==> src/rtl/shift_seq_pkg.sv <==
// Shared encodings for the multi-cycle shift sequencer: ops, amount sources, FSM states.
package shift_seq_pkg;

   typedef enum logic [1:0] {
      OP_PASS = 2'b00,
      OP_SLL  = 2'b01,
      OP_SRL  = 2'b10,
      OP_SRA  = 2'b11
   } op_e;

   typedef enum logic [1:0] {
      SRC_SHAMT = 2'b00,
      SRC_RS    = 2'b01,
      SRC_LUI   = 2'b10,
      SRC_BAD   = 2'b11
   } src_e;

   typedef enum logic [1:0] {
      ST_IDLE  = 2'b00,
      ST_SHIFT = 2'b01,
      ST_DONE  = 2'b10
   } state_e;

   localparam int LUI_SHAMT = 16;

endpackage

==> src/rtl/shift_seq_step.sv <==
// Combinational single-step shifter: shifts value by k (1 or 4) according to op.
module shift_seq_step
   import shift_seq_pkg::*;
#(
   parameter int DATA_W = 32
) (
   input  logic [DATA_W-1:0] value,
   input  op_e               op,
   input  logic [2:0]        k,
   output logic [DATA_W-1:0] shifted
);

   always_comb begin
      shifted = value;
      case (op)
         OP_SLL:  shifted = value << k;
         OP_SRL:  shifted = value >> k;
         OP_SRA:  shifted = DATA_W'($signed(value) >>> k);
         default: shifted = value;
      endcase
   end

endmodule

==> src/rtl/shift_sequencer.sv <==
// Iterative sll/srl/sra controller with one-cycle done pulse.
// Optional macro SHIFT_SEQ_STRIDE4_EN: step by 4 while the remaining count is >= 4.
module shift_sequencer
   import shift_seq_pkg::*;
#(
   parameter int DATA_W = 32,
   parameter int AMT_W  = 5
) (
   input  logic              clk,
   input  logic              reset_n,
   input  logic              start,
   input  logic [1:0]        op,
   input  logic [1:0]        amt_src,
   input  logic [AMT_W-1:0]  shamt_in,
   input  logic [AMT_W-1:0]  rs_amt_in,
   input  logic [DATA_W-1:0] data_in,
   output logic [1:0]        shamt_sel,
   output logic              busy,
   output logic              done,
   output logic              err,
   output logic [DATA_W-1:0] result
);

   state_e            state, state_d;
   logic [AMT_W-1:0]  count;
   logic [AMT_W-1:0]  n_ld;
   op_e               op_q;
   src_e              src_q;
   logic              load, shift_en;
   logic [2:0]        k;
   logic [DATA_W-1:0] step_out;

`ifdef SHIFT_SEQ_STRIDE4_EN
   assign k = (count >= AMT_W'(4)) ? 3'd4 : 3'd1;
`else
   assign k = 3'd1;
`endif

   // Amount to load on an accepted start; pass and illegal sources collapse to zero.
   always_comb begin
      n_ld = '0;
      case (src_e'(amt_src))
         SRC_SHAMT: n_ld = shamt_in;
         SRC_RS:    n_ld = rs_amt_in;
         SRC_LUI:   n_ld = AMT_W'(LUI_SHAMT);
         default:   n_ld = '0;
      endcase
      if (op_e'(op) == OP_PASS) n_ld = '0;
   end

   always_ff @(posedge clk or negedge reset_n) begin
      if (!reset_n) state <= ST_IDLE;
      else          state <= state_d;
   end

   always_comb begin
      state_d  = state;
      load     = 1'b0;
      shift_en = 1'b0;
      busy     = 1'b0;
      done     = 1'b0;
      err      = 1'b0;
      case (state)
         ST_IDLE: load = start;
         ST_SHIFT: begin
            busy     = 1'b1;
            shift_en = 1'b1;
            if (count == AMT_W'(k)) state_d = ST_DONE;
         end
         ST_DONE: begin
            done = 1'b1;
            err  = (src_q == SRC_BAD);
            if (start) load = 1'b1;
            else       state_d = ST_IDLE;
         end
         default: state_d = ST_IDLE;
      endcase
      if (load) state_d = (n_ld != '0) ? ST_SHIFT : ST_DONE;
   end

   // result doubles as the working register.
   always_ff @(posedge clk or negedge reset_n) begin
      if (!reset_n) begin
         result    <= '0;
         count     <= '0;
         op_q      <= OP_PASS;
         src_q     <= SRC_SHAMT;
         shamt_sel <= 2'b00;
      end else if (load) begin
         result    <= data_in;
         count     <= n_ld;
         op_q      <= op_e'(op);
         src_q     <= src_e'(amt_src);
         shamt_sel <= (src_e'(amt_src) == SRC_BAD) ? 2'b00 : amt_src;
      end else if (shift_en) begin
         result <= step_out;
         count  <= count - AMT_W'(k);
      end
   end

   shift_seq_step #(.DATA_W(DATA_W)) u_step (
      .value   (result),
      .op      (op_q),
      .k       (k),
      .shifted (step_out)
   );

endmodule

==> config.mk <==
export PLATFORM = sky130hd
export DESIGN_NAME = shift_sequencer
export DESIGN_NICKNAME = d
export VERILOG_FILES = /design/src/rtl/shift_seq_pkg.sv /design/src/rtl/shift_seq_step.sv /design/src/rtl/shift_sequencer.sv
export SDC_FILE = /design/constraint.sdc
export NUM_CORES = 1
export LEC_CHECK = 0
export ABC_AREA = 1
export BUFFER_PORTS_ARGS = -buffer_cell sky130_fd_sc_hd__buf_2
export CAP_MARGIN = 5
export CORE_ASPECT_RATIO = 0.6
export CORE_UTILIZATION = 45
export CTS_CLUSTER_DIAMETER = 120
export DETAILED_ROUTE_END_ITERATION = 10
export PLACE_DENSITY = 0.78
export SETUP_SLACK_MARGIN = 0.2
export SYNTH_ARGS = -nofsm -noshare
export SYNTH_HDL_FRONTEND = slang
export SYNTH_SLANG_ARGS = --single-unit
==> constraint.sdc <==
create_clock -name clk -period 1.4 [get_ports clk]
set_clock_uncertainty 0.05 [all_clocks]
set_input_delay 0.07 -clock clk [delete_from_list [all_inputs] [get_ports clk]]
set_output_delay 0.07 -clock clk [all_outputs]
set_load 0.02 [all_outputs]
---- After elaboration in Yosys (flattened, before gate mapping) ----
Index checks and enable logic that the tools add are counted.
cells by class
  add/subtract/negate cells ............... 1
  equality and inequality tests ........... 14
  mux-type cells .......................... 18
  reductions and logical operators ........ 10
operator list
  cell                                                                number
  32-bit case mux with 3 select lines                                 1
  32-bit two-way mux                                                  2
  5-bit two-way mux                                                   3
  5-bit case mux with 3 select lines                                  1
  2-bit == test, second input constant                                6
  2-bit two-way mux                                                   5
  2-bit by 1-bit == test with 1-bit output, second input constant     3
  2-bit logical NOT                                                   3
  3-bit != test, second input constant                                2
  2-bit case mux with 3 select lines                                  1
  3-bit AND reduction                                                 2
  5-bit by 1-bit == test with 1-bit output, second input constant     1
  5-bit nonzero test                                                  1
  5-bit by 1-bit subtractor with 5-bit output, second input constant  1
  1-bit two-way mux                                                   4
  2-bit != test, second input constant                                2
  4-bit nonzero test                                                  1
  3-bit nonzero test                                                  1
  1-bit case mux with 2 select lines                                  1
  2-bit AND reduction                                                 1
  2-bit nonzero test                                                  1
word-level totals
  register bits ........................... 45
  output and inout port bits .............. 37
  logic and storage cells ................. 50

---- Depth between registers and ports, before layout ----
Gate-level depths: netlist of the first run.
  depth after elaboration ................. 6
  gate-level depth with buffers ........... 10
  gate-level depth less buffers ........... 9

---- By module ----
From an unflattened synthesis of the first run, not the netlist that was laid out.
second synthesis, totals
  cell total of the unflattened synthesis .. 814
  area, all modules ....................... 4729.5 µm²
modules (own cells, without submodules)
  module           instances  cells each  area an instance (µm²)  seq. area each (µm²)
  shift_seq_step   1          537         2532.4                  0.0
  shift_sequencer  1          277         2197.1                  1126.1

---- Worst setup path before layout of the first run ----
OpenSTA, ideal clock, no wires.
  path kind ............................... register to register
  from .................................... register state[1]
  to ...................................... register result[22]
  setup time .............................. 133 ps
  data arrival time ....................... 1167 ps
  required time ........................... 1217 ps
  setup slack ............................. 50 ps
  stages on the path, launching flop included .. 8
  path buffers ............................ 1
  clock period less this slack ............ 1350 ps
  cells stage by stage .................... dfrtp_1 nor2_4 inv_2 nand2_2 o21ai_4 buf_2 nand2_1 o21ai_0
on the way
  word-level cells in the longest chain between the ends .. 4
RTL lines
  element                                   RTL line               RTL
  start: declaration                        shift_sequencer.sv:24  state_e state, state_d;
  start signal: assignment                  shift_sequencer.sv:53  else state <= state_d;
  2-bit by 1-bit == test with 1-bit output  -
  1-bit two-way mux                         -
  net busy                                  shift_sequencer.sv:18  output logic busy,
  2-bit nonzero test (no source line)       -
  2-bit AND reduction (no source line)      -
  end signal: assignment                    shift_sequencer.sv:90  result <= data_in;
  end signal: assignment                    shift_sequencer.sv:96  result <= step_out;
  end: declaration                          shift_sequencer.sv:21  output logic [DATA_W-1:0] result
The timed path passes the listed nets, and every way through them passes these cells.
A chain may end at the register's enable or synchronous reset.

---- Worst setup path after layout of the first run ----
  from .................................... register state[0]
  to ...................................... register result[22]
on the way
  word-level cells in the longest chain between the ends .. 4
RTL lines
  element                                                                    RTL line               RTL
  2-bit == test, or another cell as far along                                shift_sequencer.sv:63  case (state)
  1-bit case mux with 2 select lines or 1-bit two-way mux (tied branches)    shift_sequencer.sv:63
  4-bit nonzero test (no source line) or 2-bit nonzero test (tied branches)  -
  2-bit AND reduction (no source line)                                       -
Several ways; a longest one is shown, not always the timed one.

==> results of run 1 <==
[layout by cell type (no fill, tap or decap), drive strengths merged, types with 9 or more instances in the layout]
cell type  count
inv           34
clkbuf        11
nand3         22
nor2           9
dfrtp         45
o221ai        10
a21oi         17
buf          112
nand2        121
o21ai         38
[per-layer routing]
layer	GRT usage (%)	part of all wire [%]
met5	0	0
met4	6.61	1.5
met3	4.80	8.6
met2	40.4	45
met1	37.5	44
[how the worst min path moves through the flow]
stage               cells past startpoint                  endpoint       start  slack (ns)
floorplan                               0      count[0]$_DFFE_PN0P_     reset_n       -0.28
global placement                        2      count[2]$_DFFE_PN0P_     reset_n        0.02
detailed placement                      2    result[18]$_DFFE_PN0P_     reset_n        0.02
CTS                                     2  shamt_sel[1]$_DFFE_PN0P_  amt_src[0]        0.01
global route                            2  shamt_sel[1]$_DFFE_PN0P_  amt_src[0]        0.04
finish                                  2  shamt_sel[1]$_DFFE_PN0P_  amt_src[0]        0.02
[layout make-up]
type,instances,area (um2)
fillers,396,1510
multi-input cells,236,1300
flip-flops and latches,45,1130
repair buffers,121,922
inverters,35,145
clock buffers,7,86.3
well taps,66,82.6
clock inverters,1,30.0
[per-stage QoR]
step | utilization [%] | std cells | area, um2
final | 71.0 | 511 | 3690
after global routing | 71.0 | 511 | 3690
after CTS | 67.1 | 504 | 3490
after detailed placement | 59.8 | 485 | 3110
after global placement | 59.8 | 485 | 3110
after floorplan | - | 333 | 2500
[flip-flops by register name (all words and copies together), names as in the netlist]
signal     cells
count          5
op_q           2
result        32
shamt_sel      2
src_q          2
state          2
[power by group]
part / switching [mW] / total, mW / leakage [nW] / internal, mW
Clock: 0.451 / 1.03 / 0.0585 / 0.583
Sequential: 0.495 / 2.34 / 0.576 / 1.85
Combinational: 3.14 / 5.45 / 1.23 / 2.31
Total: 4.08 / 8.82 / 1.86 / 4.74
[cells in the mapped netlist]
cell type and instances:
o221ai_1 10, dfrtp_1 45, and3_1 1, nand2_4 2, o21ai_1 8, clkbuf_1 6
nand4_1 1, o21bai_1 1, buf_2 9, a22oi_1 1, clkinv_1 1, inv_1 31
a31oi_1 1, inv_4 1, mux2i_1 1, o211ai_1 8, inv_2 2, xor2_1 1
buf_6 2, o21ai_0 29, nor3_1 1, nand2_1 118, nand2_2 1, nor2_4 1
nor2_1 8, a211o_1 1, ha_1 2, a21oi_1 17, o21ai_4 1, nand3_1 22
[kinds of logic (layout without fill, tap and decap cells)]
logic type      count (synthesis)  count (layout)  synth area share (%)
simple gates                  155             155                  25.6
compound gates                 77              77                  18.6
buf+inv                        52             164                  8.96
flops                          45              45                  45.1
fa+ha+maj                       2               2                  1.00
xor+xnor                        1               1                 0.351
mux                             1               1                 0.401
[what timing repair did]
action                                  in CTS  in global routing
resized for setup                           52                 27
buffers inserted                             5                  2
endpoints found under the setup margin      42                 43
pin swaps                                    6                  4
gates cloned                                 1                  5
hold buffers                                 5                  0
endpoints found under the hold margin       49                  0
==> impl_metrics.csv, run 1 <==
group,metric,value,unit
route,wl_per_cell,15.8,um
worst_setup_path,reg2reg_slack,-0.08,ns
route,firstDrtPassIters,8,
pwr,ir_drop,0.985,mV
synth,ys_seq_area_share,45.1,%
clocking,cts_tree,"yes",
worst_setup_path,crit_arrival,1.63,ns
floorplanning,die_h,59.7,um
status,outcome,"finished, violations left",
synth,ys_types,30,
synth,yosysWarningCount,0,
pwr,power.leakage,1.86,nW
run,cap_violations,0,
sta,fin_tns_setup,-0.532,ns
route,num_vias,2780,
place,post-place-ws,-0.0513,ns
sta,slew_viol_final,0,
route,remaining_drc_errors,4,
sta,tightest_slew,0.322,ns
sta,relSlewSlack,78.4,%
final_layout,areaGrowthSynthToFinish,47.8,%
sta,hold_viol_final,0,
worst_setup_path,worst-path-stages,9,
worst_setup_path,cp-endpoint,"result[22]$_DFFE_PN0P_",
synth,netlist_area,0.00250,mm2
pwr,pwr_density_cell,2390,mW/mm2
global_routing,grt-ovfl-total,0,
clocking,cts.clk_slew.worst_paths,0.09,ns
global_routing,grt_pass1_wl,11600,um
place,post-dp-hpwl,5010,um
global_routing,grt_pass1_vias,2519,
sta,fmax,677,MHz
synth,synthCells,333,
floorplanning,die_w,98.2,um
final_layout,n_antenna_cell,0,
global_routing,track_usage,25.8,%
worst_setup_path,criticalPathCategory,"reg2reg",
sta,setup_viol,30,
sta,fin_crit,1.48,ns
global_routing,antenna_found_initial,0,
worst_setup_path,crit_start,"state[0]$_DFFE_PN0P_",
sta,finalCritPeriodShare,106,%
place,routabilityCongestion,0.848,
floorplanning,core-area,0.00520,mm2
worst_setup_path,worstPathCellList,"inv_2, nand2_4, buf_4, inv_8, clkbuf_16, nand2_1, o21ai_0, a21oi_1, o21ai_1",
floorplanning,start_util,48.0,%
route,ant_nets,0,
route,via_per_inst,5.44,
synth,synth_fp_nets,384,
worst_setup_path,crit_slowest_cell,"dfrtp_1",
worst_hold_path,hp-class,"in2reg",
clocking,h-tree-depth,2,
floorplanning,dieArea,0.00586,mm2
worst_setup_path,reg2reg_depth,9,
worst_setup_path,cp_max_fo,9,
synth,syn_avg_cell_area,7.50,um2
worst_setup_path,r2r_end,"result[22]$_DFFE_PN0P_",
synth,synth_top_area_share,45.1,%
pwr,p_total,8.82,mW
clocking,clock_latency,0.30,ns
clocking,clock_sinks,45,
sta,whs,0.0189,ns
synth,yosys-top-cells-area,"dfrtp_1 (45%), nand2_1 (18%), o21ai_0 (5.8%), inv_1 (4.7%), nand3_1 (4.4%)",
sta,rsz0062_at_grt,"yes",
clocking,cts_buffers,5,
worst_setup_path,critPathTopFamily,"buffers and inverters",
global_routing,grt_start_max_net_pins,46,
floorplanning,row_count,20,
place,portBuffers,85,
clocking,clockBufferDepth,2,
worst_setup_path,rr_startpoint,"state[0]$_DFFE_PN0P_",
floorplanning,ioPinCount,86,
sta,setup_slack,-0.0771,ns
route,wirelength,8090,um
worst_setup_path,start_kind,"flop",
worst_setup_path,slowest_delay,0.36,ns
worst_setup_path,cp_num_buf_inv,4,
synth,synth.largest_area_cell,"dfrtp_1",
worst_setup_path,cp.required,1.55,ns
route,first_iter_violations,241,
synth,synth-seq-cells,45,
status,violations,"design-rule violations, negative setup slack",
final_layout,nets,495,
final_layout,drive_above_1_share,37.5,%
worst_setup_path,critPathCaptureType,"flop",
clocking,root_buffer,"clkbuf_8",
Power figures use the tool's default switching activity.
==> run 2: changes to the inputs <==
--- a/config.mk
+++ b/config.mk
@@ -12,7 +12,7 @@
 export CORE_UTILIZATION = 45
 export CTS_CLUSTER_DIAMETER = 120
 export DETAILED_ROUTE_END_ITERATION = 10
-export PLACE_DENSITY = 0.78
+export PLACE_DENSITY = 0.76
 export SETUP_SLACK_MARGIN = 0.2
 export SYNTH_ARGS = -nofsm -noshare
 export SYNTH_HDL_FRONTEND = slang
==> impl_metrics.csv, run 2 (synthesis results as in run 1) <==
group,metric,value,unit
route,num_vias,2732,
worst_setup_path,worstPathCellList,"inv_2, nand2_4, nand2_8, o21ai_4, buf_4, o21ai_0",
floorplanning,dieArea,0.00586,mm2
place,post-place-ws,-0.105,ns
clocking,root_buffer,"clkbuf_8",
status,violations,"design-rule violations, negative setup slack",
worst_setup_path,start_kind,"flop",
clocking,clock_sinks,45,
final_layout,areaGrowthSynthToFinish,41.9,%
sta,fin_crit,1.43,ns
route,remaining_drc_errors,1,
worst_setup_path,cp_max_fo,15,
clocking,clock_latency,0.30,ns
final_layout,largest_register_ffs,32,
final_layout,nets,493,
worst_setup_path,crit_arrival,1.55,ns
sta,relSlewSlack,76.3,%
global_routing,track_usage,27.6,%
worst_setup_path,cp_num_buf_inv,2,
final_layout,most-common-layout-cells,"nand2_1 (97), buf_2 (82), dfrtp_1 (45)",
worst_setup_path,slowest_delay,0.37,ns
pwr,ir_drop,1.14,mV
sta,fmax,702,MHz
clocking,clockBufferDepth,2,
worst_setup_path,critPathCaptureType,"flop",
route,firstDrtPassIters,9,
worst_setup_path,criticalPathCategory,"reg2reg",
floorplanning,die_h,59.7,um
floorplanning,ioPinCount,86,
final_layout,n_antenna_cell,0,
floorplanning,die_w,98.2,um
clocking,h-tree-depth,2,
sta,rsz0062_at_grt,"yes",
place,routabilityCongestion,0.842,
pwr,power.leakage,1.78,nW
global_routing,gr-max-usage-layer,"met2",
route,wl_per_cell,15.1,um
sta,slew_viol_final,0,
global_routing,gr-usage-met1,36.6,%
clocking,cts_buffers,5,
final_layout,post-route-util,68.1,%
clocking,cts_tree,"yes",
sta,hold_viol_final,0,
global_routing,grt_start_max_net_pins,46,
floorplanning,start_util,48.0,%
status,outcome,"finished, violations left",
final_layout,reg.largest.list,"result (32), count (5)",
route,via_per_inst,5.38,
worst_setup_path,crit_slowest_cell,"dfrtp_1",
final_layout,design_area,0.00355,mm2
place,portBuffers,85,
floorplanning,row_count,20,
global_routing,grt_pass1_wl,12400,um
sta,setup_slack,-0.0252,ns
floorplanning,core-area,0.00520,mm2
place,placed_area,0.00311,mm2
place,post-dp-hpwl,5190,um
sta,setup_viol,10,
pwr,pwr_density_cell,2300,mW/mm2
route,ant_nets,0,
global_routing,antenna_found_initial,0,
global_routing,grt_util_met2,46.1,%
worst_setup_path,critPathTopFamily,"flip-flops",
global_routing,grt_pass1_vias,2633,
route,first_iter_violations,136,
sta,tightest_slew,0.354,ns
worst_hold_path,hp-class,"in2reg",
clocking,cts.clk_slew.worst_paths,0.09,ns
global_routing,grt-ovfl-total,0,
route,wirelength,7690,um
run,cap_violations,0,
global_routing,grt_util_met3,5.85,%
worst_setup_path,cp.required,1.53,ns
final_layout,top_register,"result",
final_layout,final_common_cell,"nand2_1",
sta,finalCritPeriodShare,102,%
final_layout,drive_above_1_share,39.1,%
run 2: changes by cell type in the layout (fill, tap and decap cells not counted), moves of 4 or more:
cell	delta
nand2_1	-10
o21ai_0	+9
clkbuf_16	-4
o21ai_1	-4
o21ai_2	-5
nand2_2	+12
run 2: metrics by stage:
step	TNS [ns]	total power [mW]	std cells	hold WS, ns
2_1_floorplan	0	4.92	333	-0.276
3_3_place_gp	0	6.27	488	0.0189
3_5_place_dp	-0.281	6.39	488	0.0180
4_1_cts	-0.00934	7.80	505	0.0193
5_1_grt	-2.03	8.73	508	0.0334
6_report	-0.132	8.17	508	0.0113
run 2: what timing repair did:
| item | CTS | global route |
|---|---|---|
| hold buffers | 5 | 0 |
| buffers inserted | 4 | 3 |
| pin swaps | 13 | 9 |
| endpoints found under the hold margin | 49 | 0 |
| endpoints found under the setup margin | 41 | 46 |
| gates resized for setup | 49 | 31 |
| gates cloned | 1 | 0 |
run 2: final timing paths:
check	to	depth (start not counted)	from	slack, ns
max in group asynchronous	op_q[0]$_DFFE_PN0P_	3	reset_n	0.85
worst min-delay path	shamt_sel[1]$_DFFE_PN0P_	2	amt_src[0]	0.01
min in group asynchronous	count[0]$_DFFE_PN0P_	3	reset_n	0.21
worst max register to register	result[1]$_DFFE_PN0P_	6	state[0]$_DFFE_PN0P_	-0.03
worst min register to register	src_q[0]$_DFFE_PN0P_	2	src_q[0]$_DFFE_PN0P_	0.45
worst max-delay path	result[1]$_DFFE_PN0P_	6	state[0]$_DFFE_PN0P_	-0.03
run 2: layout make-up:
cell class,count,area (um2)
fillers,434,1660
multi-input cells,236,1330
flip-flops and latches,45,1130
repair buffers,118,776
inverters,35,140
clock buffers,7,86.3
well taps,66,82.6
repair inverters,1,7.51
run 2: routing by layer:
| layer | share of wire (%) | vias to the layer above |
|---|---|---|
| li1 | - | 1316 |
| met5 | 0 | - |
| met2 | 46 | 102 |
| met3 | 5.8 | 15 |
| met1 | 47 | 1299 |
| met4 | 1.5 | 0 |
run 2: power by group:
part / internal [mW] / leakage (nW) / switching [mW] / total (mW)
Combinational: 1.97 / 1.16 / 3.02 / 4.99
Sequential: 1.85 / 0.576 / 0.495 / 2.35
Clock: 0.393 / 0.0443 / 0.442 / 0.834
Total: 4.21 / 1.78 / 3.95 / 8.17
==> run 3: changes to the inputs <==
--- a/config.mk
+++ b/config.mk
@@ -12,8 +12,9 @@
 export CORE_UTILIZATION = 45
 export CTS_CLUSTER_DIAMETER = 120
 export DETAILED_ROUTE_END_ITERATION = 10
-export PLACE_DENSITY = 0.76
+export PLACE_DENSITY = 0.69
 export SETUP_SLACK_MARGIN = 0.2
 export SYNTH_ARGS = -nofsm -noshare
 export SYNTH_HDL_FRONTEND = slang
+export SYNTH_HIERARCHICAL = 1
 export SYNTH_SLANG_ARGS = --single-unit
==> impl_metrics.csv, run 3 <==
group,metric,value,unit
final_layout,nets,1035,
clocking,root_buffer,"clkbuf_16",
route,first_iter_violations,1188,
global_routing,track_usage,36.6,%
worst_setup_path,start_kind,"flop",
sta,finalCritPeriodShare,113,%
synth,syn_avg_cell_area,5.81,um2
synth,synth_edf_count,0,
global_routing,antenna_found_initial,0,
worst_setup_path,cp.required,1.57,ns
sta,fin_crit,1.58,ns
floorplanning,die_h,81.4,um
final_layout,fillCellCount,935,
route,wirelength,20700,um
synth,yosys-top-cells-count,"nand2_1 (282), nand3_1 (138), nor2_1 (52), a21oi_1 (51), o21ai_1 (50)",
synth,synth-async-reset-ratio,100,%
synth,ys_types,40,
clocking,cts_tree,"yes",
worst_setup_path,rr_startpoint,"op_q[1]$_DFFE_PN0P_",
route,via_per_inst,5.88,
synth,ys_seq_area_share,23.8,%
global_routing,grt_pass1_wl,30900,um
synth,netlist_area,0.00473,mm2
sta,tightest_slew,0.708,ns
final_layout,most-common-layout-cells,"nand2_1 (254), nand3_1 (122), buf_2 (82)",
route,wl_per_cell,18.4,um
synth,synth.largest_area_cell,"dfrtp_1",
floorplanning,ioPinCount,86,
worst_hold_path,hp-class,"in2reg",
run,cap_violations,0,
synth,yosysMostFrequentCell,"nand2_1",
final_layout,drive_above_1_share,32.4,%
clocking,clock_latency,0.29,ns
sta,fin_tns_setup,-2.98,ns
floorplanning,start_util,47.2,%
floorplanning,core-area,0.0100,mm2
final_layout,top_register,"result",
worst_setup_path,crit_start,"op_q[1]$_DFFE_PN0P_",
route,ant_nets,0,
place,dp_cells,1061,
pwr,pwr_density_cell,2320,mW/mm2
place,routabilityCongestion,0.996,
final_layout,fin_cells,1120,
status,violations,"negative hold slack, negative setup slack",
synth,yosys-top-cells-area,"dfrtp_1 (24%), nand2_1 (22%), nand3_1 (15%), a21oi_1 (5.4%), o21ai_1 (5.3%)",
clocking,clock_sinks,45,
final_layout,largest_register_ffs,32,
route,firstDrtPassIters,7,
clocking,cts_buffers,5,
worst_setup_path,crit_arrival,1.75,ns
sta,rsz0062_at_grt,"yes",
synth,synth_top_area_share,23.8,%
pwr,power.leakage,3.34,nW
synth,synth-seq-cells,45,
final_layout,areaGrowthSynthToFinish,44.8,%
global_routing,grt_pass1_vias,5761,
worst_hold_path,hp-start,"data_in[22]",
pwr,p_total,15.9,mW
status,outcome,"finished, violations left",
sta,hold_viol_final,2,
worst_setup_path,cp_max_fo,4,
sta,relSlewSlack,52.7,%
final_layout,n_antenna_cell,0,
synth,synth-main-ff-cell,"dfrtp_1",
sta,fmax,632,MHz
clocking,h-tree-depth,2,
pwr,ir_drop,1.20,mV
floorplanning,dieArea,0.0109,mm2
sta,setup_viol,31,
worst_setup_path,critPathCaptureType,"flop",
place,post-dp-hpwl,13000,um
global_routing,grt-ovfl-total,0,
route,num_vias,6591,
route,remaining_drc_errors,0,
global_routing,grt_start_max_net_pins,66,
final_layout,final_common_cell,"nand2_1",
final_layout,reg.largest.list,"result (32), count (5)",
sta,slew_viol_final,0,
floorplanning,row_count,28,
synth,yosysWarningCount,6,
clocking,clockBufferDepth,2,
floorplanning,die_w,134,um
place,portBuffers,85,
clocking,cts.clk_slew.worst_paths,0.07,ns
worst_setup_path,criticalPathCategory,"reg2reg",
sta,setup_slack,-0.183,ns
sta,whs,-0.00488,ns
synth,synthCells,814,
-- run 3: changes by cell type in the layout (fill, tap and decap cells not counted), sizes merged, moves of 8 or more --
cell,before,now
a21oi,17,51
buf,113,176
conb,0,8
dlygate4sd3,5,29
inv,34,51
nand2,121,289
nand3,22,138
nand4,1,13
nor2,9,56
o21a,0,8
o21ai,38,72
-- run 3: stage by stage --
step	instance area, um2	hold WS [ns]	util, %	setup slack [ns]
floorplan	4920	-0.276	-	0.0567
global placement	5790	-0.0149	57.8	-0.0949
detailed placement	5790	0.00588	57.8	-0.122
CTS	6530	0.00252	65.1	-0.103
global route	6850	0.000325	68.4	-0.271
finish	6850	-0.00488	68.4	-0.183
-- run 3: what timing repair did --
action | in CTS | in global routing
endpoints found under the setup margin | 41 | 45
setup buffers | 9 | 5
pin swaps | 29 | 44
resized for setup | 40 | 51
hold buffers | 28 | 1
cloned | 4 | 4
endpoints found under the hold margin | 42 | 1
-- run 3: cells by family (layout without fill, tap and decap cells) --
logic type,after synthesis,count (layout),share of synthesized area (%)
AO/OA/AOI/OAI,152,152,17.6
adder cells (fa/ha/maj),2,2,0.529
XOR/XNOR,2,2,0.370
AND/OR/NAND/NOR,506,506,46.2
buffers and inverters,104,269,11.2
flip-flops,45,45,23.8
other,2,8,0.159
multiplexers,1,1,0.212
-- run 3: final cells by class --
cell class | instances | area [um2] | share of cell area [%]
multi-input combinational | 671 | 3420 | 49.9
timing repair buffer | 208 | 1690 | 24.6
clock buffer | 5 | 125 | 1.83
tap | 135 | 169 | 2.47
timing repair inverter | 2 | 15.0 | 0.219
clock inverter | 3 | 65.1 | 0.950
inverter | 51 | 209 | 3.05
sequential | 45 | 1160 | 17.0
-- run 3: final timing paths --
path                                            end  slack, ns  cells past startpoint
max                           result[4]$_DFFE_PN0P_      -0.18                      9
min                          result[22]$_DFFE_PN0P_     -0.005                      3
max reg2reg                   result[4]$_DFFE_PN0P_      -0.18                      9
min reg2reg                shamt_sel[0]$_DFFE_PN0P_       0.43                      2
max in group asynchronous    result[14]$_DFFE_PN0P_       0.49                      3
min in group asynchronous     result[1]$_DFFE_PN0P_       0.25                      2
-- run 3: where the power goes --
group / total, mW / internal [mW] / switching [mW]
clock network: 1.60 / 1.02 / 0.580
logic: 11.7 / 4.69 / 6.98
registers: 2.60 / 2.08 / 0.520
total: 15.9 / 7.79 / 8.08
-- run 3: critical path: stages (launching register included) --
cell and delay (ns):
dfrtp_1 0.42, inv_4 0.09, nand2_4 0.05, nor2_4 0.17
buf_6 0.16, clkbuf_16 0.15, nand3_2 0.09, nand3b_1 0.11
a21oi_1 0.07, o21ai_1 0.12
-- run 3: per-layer routing --
metal | track usage (%) | part of all wire (%) | up-vias
li1 | - | - | 3060
met1 | 54.6 | 45 | 2974
met2 | 53.8 | 42 | 514
met3 | 7.22 | 13 | 43
met4 | 8.43 | 1.1 | 0
met5 | 0 | 0 | -
